<file path="src/rtl/mshr_ctrl.sv">
// mshr_ctrl: miss-status holding table sequencing victim writebacks and line reads to L2, matching responses into fills
module mshr_ctrl #(
   parameter int N_MSHR = 4,
   parameter int ADDR_W = 26,
   parameter int ID_W   = 2
) (
   input  logic              clk,
   input  logic              rst,
   input  logic              alloc_valid,
   output logic              alloc_ready,
   input  logic [ADDR_W-1:0] alloc_addr,
   input  logic [3:0]        alloc_way,
   input  logic              alloc_rwitm,
   input  logic              alloc_wb,
   input  logic [ADDR_W-1:0] alloc_victim_addr,
   input  logic [ADDR_W-1:0] lookup_addr,
   output logic              mshr_hit,
   output logic              l2_req_valid,
   input  logic              l2_req_ready,
   output logic [2:0]        l2_req_op,
   output logic [ADDR_W-1:0] l2_req_addr,
   output logic [ID_W-1:0]   l2_req_id,
   input  logic              l2_rsp_valid,
   input  logic [ID_W-1:0]   l2_rsp_id,
   output logic              fill_valid,
   output logic [3:0]        fill_way,
   output logic [ADDR_W-1:0] fill_addr,
   output logic              fill_rwitm,
   output logic              protocol_err
);
   typedef enum logic [2:0] {IDLE, WB_REQ, RD_REQ, WAIT_FILL, FILL} state_e;
   state_e            state_q  [N_MSHR];
   state_e            state_d  [N_MSHR];
   logic [ADDR_W-1:0] addr_q   [N_MSHR];
   logic [ADDR_W-1:0] addr_d   [N_MSHR];
   logic [ADDR_W-1:0] victim_q [N_MSHR];
   logic [ADDR_W-1:0] victim_d [N_MSHR];
   logic [3:0]        way_q    [N_MSHR];
   logic [3:0]        way_d    [N_MSHR];
   logic              rwitm_q  [N_MSHR];
   logic              rwitm_d  [N_MSHR];
   logic              lock_q, lock_d;
   logic [ID_W-1:0]   sel_q, sel_d, sel, alloc_idx, pend_idx;
   logic              fill_valid_q, fill_valid_d, fill_rwitm_q, fill_rwitm_d;
   logic [3:0]        fill_way_q, fill_way_d;
   logic [ADDR_W-1:0] fill_addr_q, fill_addr_d;
   logic              protocol_err_q, protocol_err_d;
   logic              accept, pend_any, hs, rsp_ok, tbl_alloc_hit;
   always_comb begin
      alloc_ready   = 1'b0;
      alloc_idx     = '0;
      pend_any      = 1'b0;
      pend_idx      = '0;
      mshr_hit      = 1'b0;
      tbl_alloc_hit = 1'b0;
      for (int i = N_MSHR - 1; i >= 0; i--) begin
         if (state_q[i] == IDLE) begin
            alloc_ready = 1'b1;
            alloc_idx   = ID_W'(i);
         end
         if (state_q[i] == WB_REQ || state_q[i] == RD_REQ) begin
            pend_any = 1'b1;
            pend_idx = ID_W'(i);
         end
         if (state_q[i] != IDLE && addr_q[i] == lookup_addr) mshr_hit = 1'b1;
         if (state_q[i] != IDLE && addr_q[i] == alloc_addr) tbl_alloc_hit = 1'b1;
      end
      accept   = alloc_valid && alloc_ready;
      mshr_hit = mshr_hit || (accept && alloc_addr == lookup_addr);
      // a stalled request keeps its entry so lower-index arrivals cannot displace it
      sel          = lock_q ? sel_q : pend_idx;
      l2_req_valid = lock_q || pend_any;
      hs           = l2_req_valid && l2_req_ready;
      lock_d       = l2_req_valid && !l2_req_ready;
      sel_d        = sel;
      l2_req_id    = l2_req_valid ? sel : '0;
      l2_req_op    = !l2_req_valid ? 3'd0 : state_q[sel] == WB_REQ ? 3'd4 : rwitm_q[sel] ? 3'd7 : 3'd3;
      l2_req_addr  = !l2_req_valid ? '0 : state_q[sel] == WB_REQ ? victim_q[sel] : addr_q[sel];
      rsp_ok         = l2_rsp_valid && state_q[l2_rsp_id] == WAIT_FILL;
      protocol_err_d = protocol_err_q || (l2_rsp_valid && !rsp_ok);
      fill_valid_d   = rsp_ok;
      fill_way_d     = rsp_ok ? way_q[l2_rsp_id] : 4'd0;
      fill_addr_d    = rsp_ok ? addr_q[l2_rsp_id] : '0;
      fill_rwitm_d   = rsp_ok && rwitm_q[l2_rsp_id];
      state_d  = state_q;
      addr_d   = addr_q;
      victim_d = victim_q;
      way_d    = way_q;
      rwitm_d  = rwitm_q;
      for (int i = 0; i < N_MSHR; i++) begin
         case (state_q[i])
            IDLE: if (accept && alloc_idx == ID_W'(i)) begin
               state_d[i]  = alloc_wb ? WB_REQ : RD_REQ;
               addr_d[i]   = alloc_addr;
               victim_d[i] = alloc_victim_addr;
               way_d[i]    = alloc_way;
               rwitm_d[i]  = alloc_rwitm;
            end
            WB_REQ:    if (hs && sel == ID_W'(i)) state_d[i] = RD_REQ;
            RD_REQ:    if (hs && sel == ID_W'(i)) state_d[i] = WAIT_FILL;
            WAIT_FILL: if (rsp_ok && l2_rsp_id == ID_W'(i)) state_d[i] = FILL;
            default:   state_d[i] = IDLE;
         endcase
      end
   end
   always_ff @(posedge clk) begin
      if (rst) begin
         state_q        <= '{default: IDLE};
         addr_q         <= '{default: '0};
         victim_q       <= '{default: '0};
         way_q          <= '{default: '0};
         rwitm_q        <= '{default: 1'b0};
         lock_q         <= 1'b0;
         sel_q          <= '0;
         fill_valid_q   <= 1'b0;
         fill_way_q     <= '0;
         fill_addr_q    <= '0;
         fill_rwitm_q   <= 1'b0;
         protocol_err_q <= 1'b0;
      end else begin
         state_q        <= state_d;
         addr_q         <= addr_d;
         victim_q       <= victim_d;
         way_q          <= way_d;
         rwitm_q        <= rwitm_d;
         lock_q         <= lock_d;
         sel_q          <= sel_d;
         fill_valid_q   <= fill_valid_d;
         fill_way_q     <= fill_way_d;
         fill_addr_q    <= fill_addr_d;
         fill_rwitm_q   <= fill_rwitm_d;
         protocol_err_q <= protocol_err_d;
      end
   end
   assign fill_valid   = fill_valid_q;
   assign fill_way     = fill_way_q;
   assign fill_addr    = fill_addr_q;
   assign fill_rwitm   = fill_rwitm_q;
   assign protocol_err = protocol_err_q;
   a_no_dup_alloc: assert property (@(posedge clk) disable iff (rst) !(accept && tbl_alloc_hit));
endmodule

</file>
<file path="config.mk">
export PLATFORM = sky130hd
export DESIGN_NAME = mshr_ctrl
export DESIGN_NICKNAME = d
export VERILOG_FILES = /design/src/rtl/mshr_ctrl.sv
export SDC_FILE = /design/constraint.sdc
export NUM_CORES = 1
export LEC_CHECK = 0
export CAP_MARGIN = 5
export CORE_UTILIZATION = 35
export CTS_CLUSTER_DIAMETER = 60
export CTS_CLUSTER_SIZE = 24
export DETAILED_ROUTE_END_ITERATION = 10
export MAX_ROUTING_LAYER = met4
export PLACE_DENSITY = 0.57
export SLEW_MARGIN = 15
export SYNTH_ARGS = -nofsm -noshare
export SYNTH_HDL_FRONTEND = slang
export SYNTH_SLANG_ARGS = --single-unit
export TNS_END_PERCENT = 30
</file>
<file path="constraint.sdc">
create_clock -name clk -period 3.6 [get_ports clk]
set_clock_uncertainty 0.2 [all_clocks]
set_input_delay 0.72 -clock clk [delete_from_list [all_inputs] [get_ports clk]]
set_output_delay 0.72 -clock clk [all_outputs]
set_load 0.02 [all_outputs]
</file>
**Yosys cells after proc, flatten, opt, wreduce, memory -nomap -nowiden**

Cells that the tools add are included.

- $add $sub $neg: 0
- Multipliers: 0
- Div/mod/pow operators: 0
- Order comparisons: 2
- Equal/unequal tests: 44
- Shifts and indexed selects: 0
- Muxes and demuxes: 72
- Bitwise operators: 3
- Reductions and logical operators: 52

Operator list:

| operator | number |
|---|---|
| $mux W26 | 8 |
| $bmux W26 S2 | 3 |
| $eq A26 B26 Y1 | 5 |
| $mux W3 | 23 |
| $pmux W3 S4 | 4 |
| $eq A3 B2 Y1 const B | 9 |
| $ne A2 B1 Y1 const B | 12 |
| $logic_and A1 B1 Y1 | 23 |
| $mux W2 | 11 |
| $mux W1 | 16 |
| $reduce_and A4 Y1 | 4 |
| $eq A3 B1 Y1 const B | 5 |
| $bmux W3 S2 | 2 |
| $eq A2 B2 Y1 const B | 6 |
| $logic_not A3 Y1 | 4 |
| $reduce_bool A3 Y1 | 4 |
| $bmux W4 S2 | 1 |
| $mux W4 | 2 |
| $ne A2 B2 Y1 const B | 4 |
| $reduce_and A2 Y1 | 4 |
| $logic_or A1 B1 Y1 | 7 |
| $eq A2 B1 Y1 const B | 3 |
| $ge A3 B3 Y1 const B | 2 |
| $logic_not A2 Y1 | 3 |
| 5 further kinds | 8 |

- Flip-flop bits (word level): 276
- Bits in latches: 0
- Memory bits (writable): 0
- ROM bits: 0
- Output and inout port bits: 67
- Word-level logic and storage cells: 200
- Memories: 0

**Logic depth before layout (Yosys ltp)**

Gate-level depths: netlist (run 1).

- Word-level depth: 14
- Gate-level depth with buffers: 12
- Mapped depth without buffers: 8

**Least setup slack after synthesis (run 1)**

Ideal clock, no wire load.

- Path type: in2out
- From: input port lookup_addr[10]
- To: output port mshr_hit
- Data arrival time: 2.407 ns
- Data required time: 2.680 ns
- Slack: 0.273 ns
- Cell stages on the path: 6
- Path buffers: 1
- Cell sequence: clkbuf_1 xnor2_1 nand4_1 nor4_1 nand4_1 o41ai_1

- Word-level cells in the longest chain between the ends: 7

Ends and longest elaborated chain:

| item | line | RTL |
|---|---|---|
| from (decl) | 16 | `input logic [ADDR_W-1:0] lookup_addr,` |
| $eq A26 B26 Y1 | 65 | `if (state_q[i] != IDLE && addr_q[i] == lookup_addr) mshr_hit = 1'b1;` |
| $logic_and A1 B1 Y1 | 65 |  |
| $mux W1 (4 in a row) | 65 |  |
| $logic_or A1 B1 Y1 (*) | 69 | `mshr_hit = mshr_hit \|\| (accept && alloc_addr == lookup_addr);` |
| to (decl) | 17 | `output logic mshr_hit,` |

Mark *: on every way between the ends. The rest lies on a longest branch, timed or not.

**Worst setup path in the final report (run 1)**

- From: register state_q[6] (netlist name)
- To: output port l2_req_addr[1]

- Word-level cells in the longest chain between the ends: 12

Ends and longest elaborated chain:

| item | line | RTL |
|---|---|---|
| from (decl) | 32 | `state_e state_q [N_MSHR];` |
| from (signal assigned) | 121 | `state_q <= state_d;` |
| $eq A3 B1 Y1 / $eq A3 B2 Y1 (equally long branches) | 61 | `if (state_q[i] == WB_REQ \|\| state_q[i] == RD_REQ) begin` |
| $logic_or A1 B1 Y1 | 61 |  |
| $mux W2 (2 in a row) | 61 |  |
| $mux W2 | 71 | `sel = lock_q ? sel_q : pend_idx;` |
| $not A2 Y3 (not written as such) | 78 | `l2_req_addr = !l2_req_valid ? '0 : state_q[sel] == WB_REQ ? victim_q[sel] : addr_q[sel];` |
| $bmux W3 S2 | 78 |  |
| $mux W3 (not written as such) (2 in a row) | 78 |  |
| $eq A3 B1 Y1 | 78 |  |
| $mux W26 | 78 |  |
| $mux W26 (*) | 78 |  |
| to (decl) | 21 | `output logic [ADDR_W-1:0] l2_req_addr,` |

Mark *: on every way between the ends. The rest lies on a longest branch, timed or not. The select of a mux whose other input is x is not followed.

==> flow_summary_export.csv, run 1 <==
group,metric,value,unit
run_status,status,"complete, but fails checks",
run_status,violations,"setup timing",
synthesis,synth_cell_types,50,
timing,finalCritPeriodShare,1.096,
global_route,grt_max_degree,123,
final_layout,nets,2122,
placement,hpwl,36870,µm
synthesis,seq_area_frac_synth,0.3924,
placement,port_buffers,157,
route,wl,53200,µm
global_route,grt_pass1_wl,79560,µm
final_layout,n_fill_cell,3910,
floorplanning,fp.dieArea,41040,µm²
cts,clockRootBuffer,"clkbuf_16",
final_layout,most-common-layout-cells,"656 x nand2_1, 275 x dfxtp_1, 235 x a21oi_1",
floorplanning,die_x,202.6,µm
run,maxCapViolCount,0,
floorplanning,start_util,0.3544,
cts,postCtsHoldBufs,0,
route,drc,0,
power,leakage,7.272,nW
power,p_per_area,464.4,nW/µm²
cts,cts.clk_slew.worst_paths,0.07,ns
route,drtIter0Drc,1178,
synthesis,ys_warn_count,0,
synthesis,synthFlopType,"dfxtp_1",
synthesis,ys_ff_latch,276,
route,ant_nets,0,
placement,place_area,17210,µm²
synthesis,avgSynthCellArea,7.674,µm²
global_route,grt_pass1_vias,12813,
synthesis,syn_inst,1835,
synthesis,postSynth.asyncResetShare,0,
cts,ctsLongestPathBuffers,3,
synthesis,synth_area,14080,µm²
setup_path,start_kind,"flop",
timing,slew_headroom,0.4244,
timing,setup_ws,-0.3448,ns
final_layout,finalInstanceArea,18550,µm²
final_layout,layout_commonest_cell,"nand2_1",
global_route,grt.total_usage,0.2624,
floorplanning,core,39730,µm²
floorplanning,io-pin-count,158,
cts,cts_buffers,28,
route,drt_pass1_iterations,7,
placement,dpl_worst_slack,-0.8595,ns
setup_path,worst-path-max-fanout,7,
setup_path,crit_required,2.68,ns
route,wl_per_cell,20.62,µm
timing,max_freq,253.5,MHz
cts,cts.sinks,276,
global_route,antenna_found_initial,2,
timing,setup_viol,30,
setup_path,critPathCaptureType,"primary output",
placement,place.gp.congestion,0.9630,
cts,cts_htree_levels,1,
cts,cts_tree,"yes",
final_layout,post-route-util,0.4670,
route,vias,13660,
cts,clk_latency,0.60,ns
final_layout,area_growth,31.75,%
final_layout,ff_latch_area,5527,µm²
timing,worst_slew_pin_slew,0.8634,ns
final_layout,multiInputGateArea,8229,µm²
final_layout,final_layout_size_suffix_gt1_frac,0.1676,
min_path,holdCritPathClass,"reg2reg",
timing,slew_violations,0,
timing,rsz0062_at_grt,"true",
timing,holdWs,0.2528,ns
synthesis,synth-edff-count,0,
setup_path,critPathKind,"reg2out",
synthesis,syn-num-nets,1926,
route,via_per_inst,5.295,
floorplanning,dieHeight,202.6,µm
setup_path,worstPathArrival,3.02,ns
global_route,gr-total-overflow,0,
power,peakVddDrop,0.3341,mV
floorplanning,rows,73,
timing,hold_violations,0,
timing,fin_crit,3.945,ns
-- path summary, 6_finish.rpt --
check / start / slack (ns) / cells after the start / to
max: state_q[6]$_SDFFE_PP0P_ / -0.34 / 11 / l2_req_addr[1]
min: way_q[6]$_SDFFE_PP0P_ / 0.25 / 2 / way_q[6]$_SDFFE_PP0P_
max reg2reg: state_q[9]$_SDFFE_PP0P_ / 1.07 / 10 / addr_q[9]$_SDFFE_PP0P_
min reg2reg: way_q[6]$_SDFFE_PP0P_ / 0.25 / 2 / way_q[6]$_SDFFE_PP0P_
-- sequential cells by signal (all words and copies together) (netlist names), 2 cells and up --
signal     flops
fill_way       4
victim_q     104
rwitm_q        4
addr_q       104
fill_addr     26
state_q       12
sel_q          2
way_q         16
-- cells in the mapped netlist (14+ instances only) --
library cell / number / area [µm²]
mux4_2: 32 / 720.7
clkbuf_1: 110 / 412.9
mux2i_1: 80 / 800.8
dfxtp_1: 276 / 5525
nor2b_1: 32 / 200.2
nand2_1: 658 / 2470
xor2_1: 52 / 455.4
o21ai_0: 38 / 190.2
nand3_1: 67 / 335.3
nand4_1: 21 / 131.4
nor2_1: 14 / 52.55
buf_2: 22 / 110.1
nor4_1: 24 / 150.1
xnor2_1: 79 / 691.9
buf_1: 19 / 71.32
a21oi_1: 235 / 1176
-- layer usage --
| metal | vias up | track usage | wire [µm] |
|---|---|---|---|
| met4 | 0 | 0.09372 | 2107 |
| met5 | - | - | 0 |
| met1 | 6525 | 0.3492 | 23160 |
| li1 | 6479 | - | - |
| met3 | 100 | 0.04623 | 4124 |
| met2 | 556 | 0.3980 | 23810 |
-- where the power goes --
part           total, mW  switching [mW]  internal, mW
registers           3.30           0.119          3.18
logic               2.20            1.26         0.937
clock network       3.12            1.38          1.74
total               8.62            2.76          5.86
-- critical path, cell delays in order (launching register included) --
cell	delay [ns]
dfxtp_2	0.33
xor2_2	0.20
a221oi_4	0.38
a21oi_4	0.12
or3_4	0.37
o311ai_4	0.10
nand3_2	0.13
buf_12	0.17
buf_12	0.15
mux2i_2	0.18
buf_4	0.16
buf_6	0.11
-- per-stage QoR --
stage	power [mW]	TNS (ns)	std cells
after floorplan	4.408	0	1835
after global placement	5.409	-5.575	2523
after detailed placement	5.417	-5.228	2523
after CTS	8.608	-8.370	2576
after global routing	8.926	-9.848	2579
final	8.616	-7.936	2580
-- repair_timing --
action	CTS	global route
gates cloned	2	0
endpoints found under the setup margin	32	31
hold endpoints to repair	0	0
resized for setup	215	23
pin swaps	17	4
buffers inserted	1	1
-- final cells by class --
| class | count | share of cell area |
|---|---|---|
| clock buffer | 32 | 0.04019 |
| tap | 525 | 0.03541 |
| multi-input combinational | 1389 | 0.4436 |
| clock inverter | 19 | 0.01261 |
| sequential | 276 | 0.2979 |
| timing repair buffer | 325 | 0.1676 |
| antenna | 3 | 0.0004046 |
| inverter | 11 | 0.002360 |
-- cells by family after synthesis --
| family | share of synthesized area |
|---|---|
| AND/OR/NAND/NOR | 0.2504 |
| AO/OA/AOI/OAI | 0.1124 |
| flip-flops | 0.3924 |
| buffers and inverters | 0.05029 |
| XOR/XNOR | 0.08494 |
| multiplexers | 0.1096 |
No activity file was read; power rests on OpenSTA's default activity.
==> inputs of run 2 (changes only) <==
--- a/config.mk
+++ b/config.mk
@@ -5,6 +5,7 @@
 export SDC_FILE = /design/constraint.sdc
 export NUM_CORES = 1
 export LEC_CHECK = 0
+export ABC_CLOCK_PERIOD_IN_PS = 3600
 export CAP_MARGIN = 5
 export CORE_UTILIZATION = 35
 export CTS_CLUSTER_DIAMETER = 60
==> results of run 2 <==
Same layout as run 1: the final DEF is identical, and so are final timing and power.
==> inputs of run 3 (changes only) <==
--- a/config.mk
+++ b/config.mk
@@ -5,7 +5,7 @@
 export SDC_FILE = /design/constraint.sdc
 export NUM_CORES = 1
 export LEC_CHECK = 0
-export ABC_CLOCK_PERIOD_IN_PS = 3600
+export ABC_CLOCK_PERIOD_IN_PS = 4500
 export CAP_MARGIN = 5
 export CORE_UTILIZATION = 35
 export CTS_CLUSTER_DIAMETER = 60
@@ -13,7 +13,7 @@
 export DETAILED_ROUTE_END_ITERATION = 10
 export MAX_ROUTING_LAYER = met4
 export PLACE_DENSITY = 0.57
-export SLEW_MARGIN = 15
+export SLEW_MARGIN = 40
 export SYNTH_ARGS = -nofsm -noshare
 export SYNTH_HDL_FRONTEND = slang
 export SYNTH_SLANG_ARGS = --single-unit
==> constraint.sdc (replaced) <==
create_clock -name clk -period 4.5 [get_ports clk]
set_clock_uncertainty 0.2 [all_clocks]
set_input_delay 0.9 -clock clk [delete_from_list [all_inputs] [get_ports clk]]
set_output_delay 0.9 -clock clk [all_outputs]
set_load 0.02 [all_outputs]
==> flow_summary_export.csv, run 3 (same netlist as run 1, synthesis figures left out) <==
group,metric,value,unit
run_status,status,"completed",
cts,clockRootBuffer,"clkbuf_16",
setup_path,critPathMaxStageDelay,0.54,ns
setup_path,worst-path-max-fanout,2,
cts,cts.sinks,276,
floorplanning,die_x,202.6,µm
run,maxCapViolCount,0,
setup_path,critPathCaptureType,"primary output",
setup_path,path_cells,"clkdlybuf4s50_1, xnor2_1, buf_4, nand4_1, nor4_1, nand4_1, nor4_1, buf_4, nor4_1, o41ai_2, clkbuf_2",
placement,hpwl,35660,µm
timing,hold_violations,0,
power,leakage,6.993,nW
route,wl_per_cell,21.03,µm
timing,finalCritPeriodShare,0.9582,
timing,slew_headroom,0.4308,
route,drt_pass1_iterations,5,
route,ant_nets,0,
route,wl,52840,µm
cts,ctsLongestPathBuffers,3,
setup_path,crit_required,3.40,ns
timing,worst_slew_pin_slew,0.8538,ns
global_route,grt_max_degree,133,
route,drc,0,
route,via_per_inst,5.339,
floorplanning,rows,73,
floorplanning,start_util,0.3544,
final_layout,nets,2060,
global_route,grt_pass1_vias,12534,
placement,port_buffers,157,
setup_path,worst_path_max_delay_cell,"clkdlybuf4s50_1",
global_route,grt.total_usage,0.2620,
timing,slew_violations,0,
floorplanning,core,39730,µm²
placement,dpl_worst_slack,-0.2279,ns
timing,fin_crit,4.312,ns
setup_path,worst_path_most_repeated_cell,"nor4_1",
timing,setup_viol,0,
power,switching_share,0.3321,
power,peakVddDrop,0.2824,mV
route,drtIter0Drc,1309,
final_layout,most-common-layout-cells,"656 x nand2_1, 274 x dfxtp_1, 235 x a21oi_1",
final_layout,insertedDiodeCount,0,
cts,cts_tree,"yes",
setup_path,worstPathArrival,3.21,ns
floorplanning,dieHeight,202.6,µm
cts,clk_latency,0.57,ns
final_layout,area_growth,25.20,%
final_layout,layout_commonest_cell,"nand2_1",
power,p_clk_frac,0.363,
placement,place_area,16600,µm²
timing,setup-tns-final,0,ns
floorplanning,io-pin-count,158,
global_route,grt_pass1_wl,79790,µm
final_layout,final_layout_size_suffix_gt1_frac,0.1107,
placement,place.gp.congestion,0.9744,
power,combPwrFrac,0.235,
cts,cts_buffers,27,
timing,setup_ws,0.1881,ns
timing,rsz0062_at_grt,"false",
power,p_int,4.386,mW
cts,cts_htree_levels,1,
final_layout,finalInstanceArea,17630,µm²
final_layout,n_fill_cell,4024,
min_path,holdCritPathClass,"reg2reg",
setup_path,critPathKind,"in2out",
timing,max_freq,231.9,MHz
route,vias,13417,
power,p_sw,2.181,mW
setup_path,start_kind,"primary input",
floorplanning,fp.dieArea,41040,µm²
cts,cts.clk_slew.worst_paths,0.07,ns
power,p_per_area,372.5,nW/µm²
global_route,antenna_found_initial,0,
power,seqPwrFrac,0.402,
global_route,gr-total-overflow,0,
## run 3: cell types whose count changed in the layout (fill, tap and decap cells not counted), sizes merged, moves of 3 or more
| cell | change |
|---|---|
| diode | -3 |
| buf | -92 |
| dlygate4sd2 | -3 |
| dlymetal6s2s | +10 |
| clkdlybuf4s50 | +23 |
| inv | +4 |
| clkinv | -4 |
## run 3: through the flow
stage | hold WS, ns | cells | util | total power, mW
2_1_floorplan | 0.2331 | 1835 | - | 3.526
3_3_place_gp | 0.2403 | 2462 | 0.4176 | 4.213
3_5_place_dp | 0.2467 | 2462 | 0.4178 | 4.228
4_1_cts | 0.2559 | 2512 | 0.4417 | 6.611
5_1_grt | 0.2672 | 2513 | 0.4437 | 6.833
6_report | 0.2556 | 2513 | 0.4437 | 6.567
## run 3: timing repair
action | 4_1_cts | 5_1_grt
pin swaps | 3 | 0
hold buffers | 0 | 0
resized for setup | 29 | 19
cloned | 0 | 0
setup buffers | 2 | 0
setup endpoints to repair | 29 | 12
## run 3: layout make-up
type	count	area (µm²)	area share
repair buffers	264	2525	0.1432
clock buffers	29	703.2	0.03988
well taps	525	656.9	0.03726
multi-input cells	1389	7960	0.4515
flip-flops and latches	276	5528	0.3135
clock inverters	19	216.5	0.01228
inverters	11	41.29	0.002342
## run 3: worst paths after layout
| kind | depth (start not counted) | end | slack [ns] | from |
|---|---|---|---|---|
| hold / removal | 2 | victim_q[16]$_SDFFE_PP0P_ | 0.26 | victim_q[16]$_SDFFE_PP0P_ |
| hold reg to reg | 2 | victim_q[16]$_SDFFE_PP0P_ | 0.26 | victim_q[16]$_SDFFE_PP0P_ |
| setup reg to reg | 10 | victim_q[22]$_SDFFE_PP0P_ | 1.73 | state_q[9]$_SDFFE_PP0P_ |
| setup / recovery | 11 | mshr_hit | 0.19 | lookup_addr[12] |
## run 3: power by group through the flow
stage	Sequential (mW)	Combinational [mW]	Clock [mW]
CTS	2.63	1.54	2.43
floorplan	2.66	0.868	0
global placement	2.69	1.53	0
finish	2.64	1.55	2.39
detailed placement	2.69	1.54	0
global route	2.65	1.64	2.54
## run 3: critical path: cells and delay by family
kind / cells / cell delay (ns)
compound gates: 1 / 0.09
xor+xnor: 1 / 0.16
buf+inv: 4 / 1.10
simple gates: 5 / 0.95
## run 3: metal layers
layer  GRT usage  share of wire  vias up
li1            -              -     6349
met2      0.4070           0.46      569
met1      0.3631           0.44     6433
met5           -              0        -
met4     0.05800          0.019        0
met3     0.03178          0.079       66
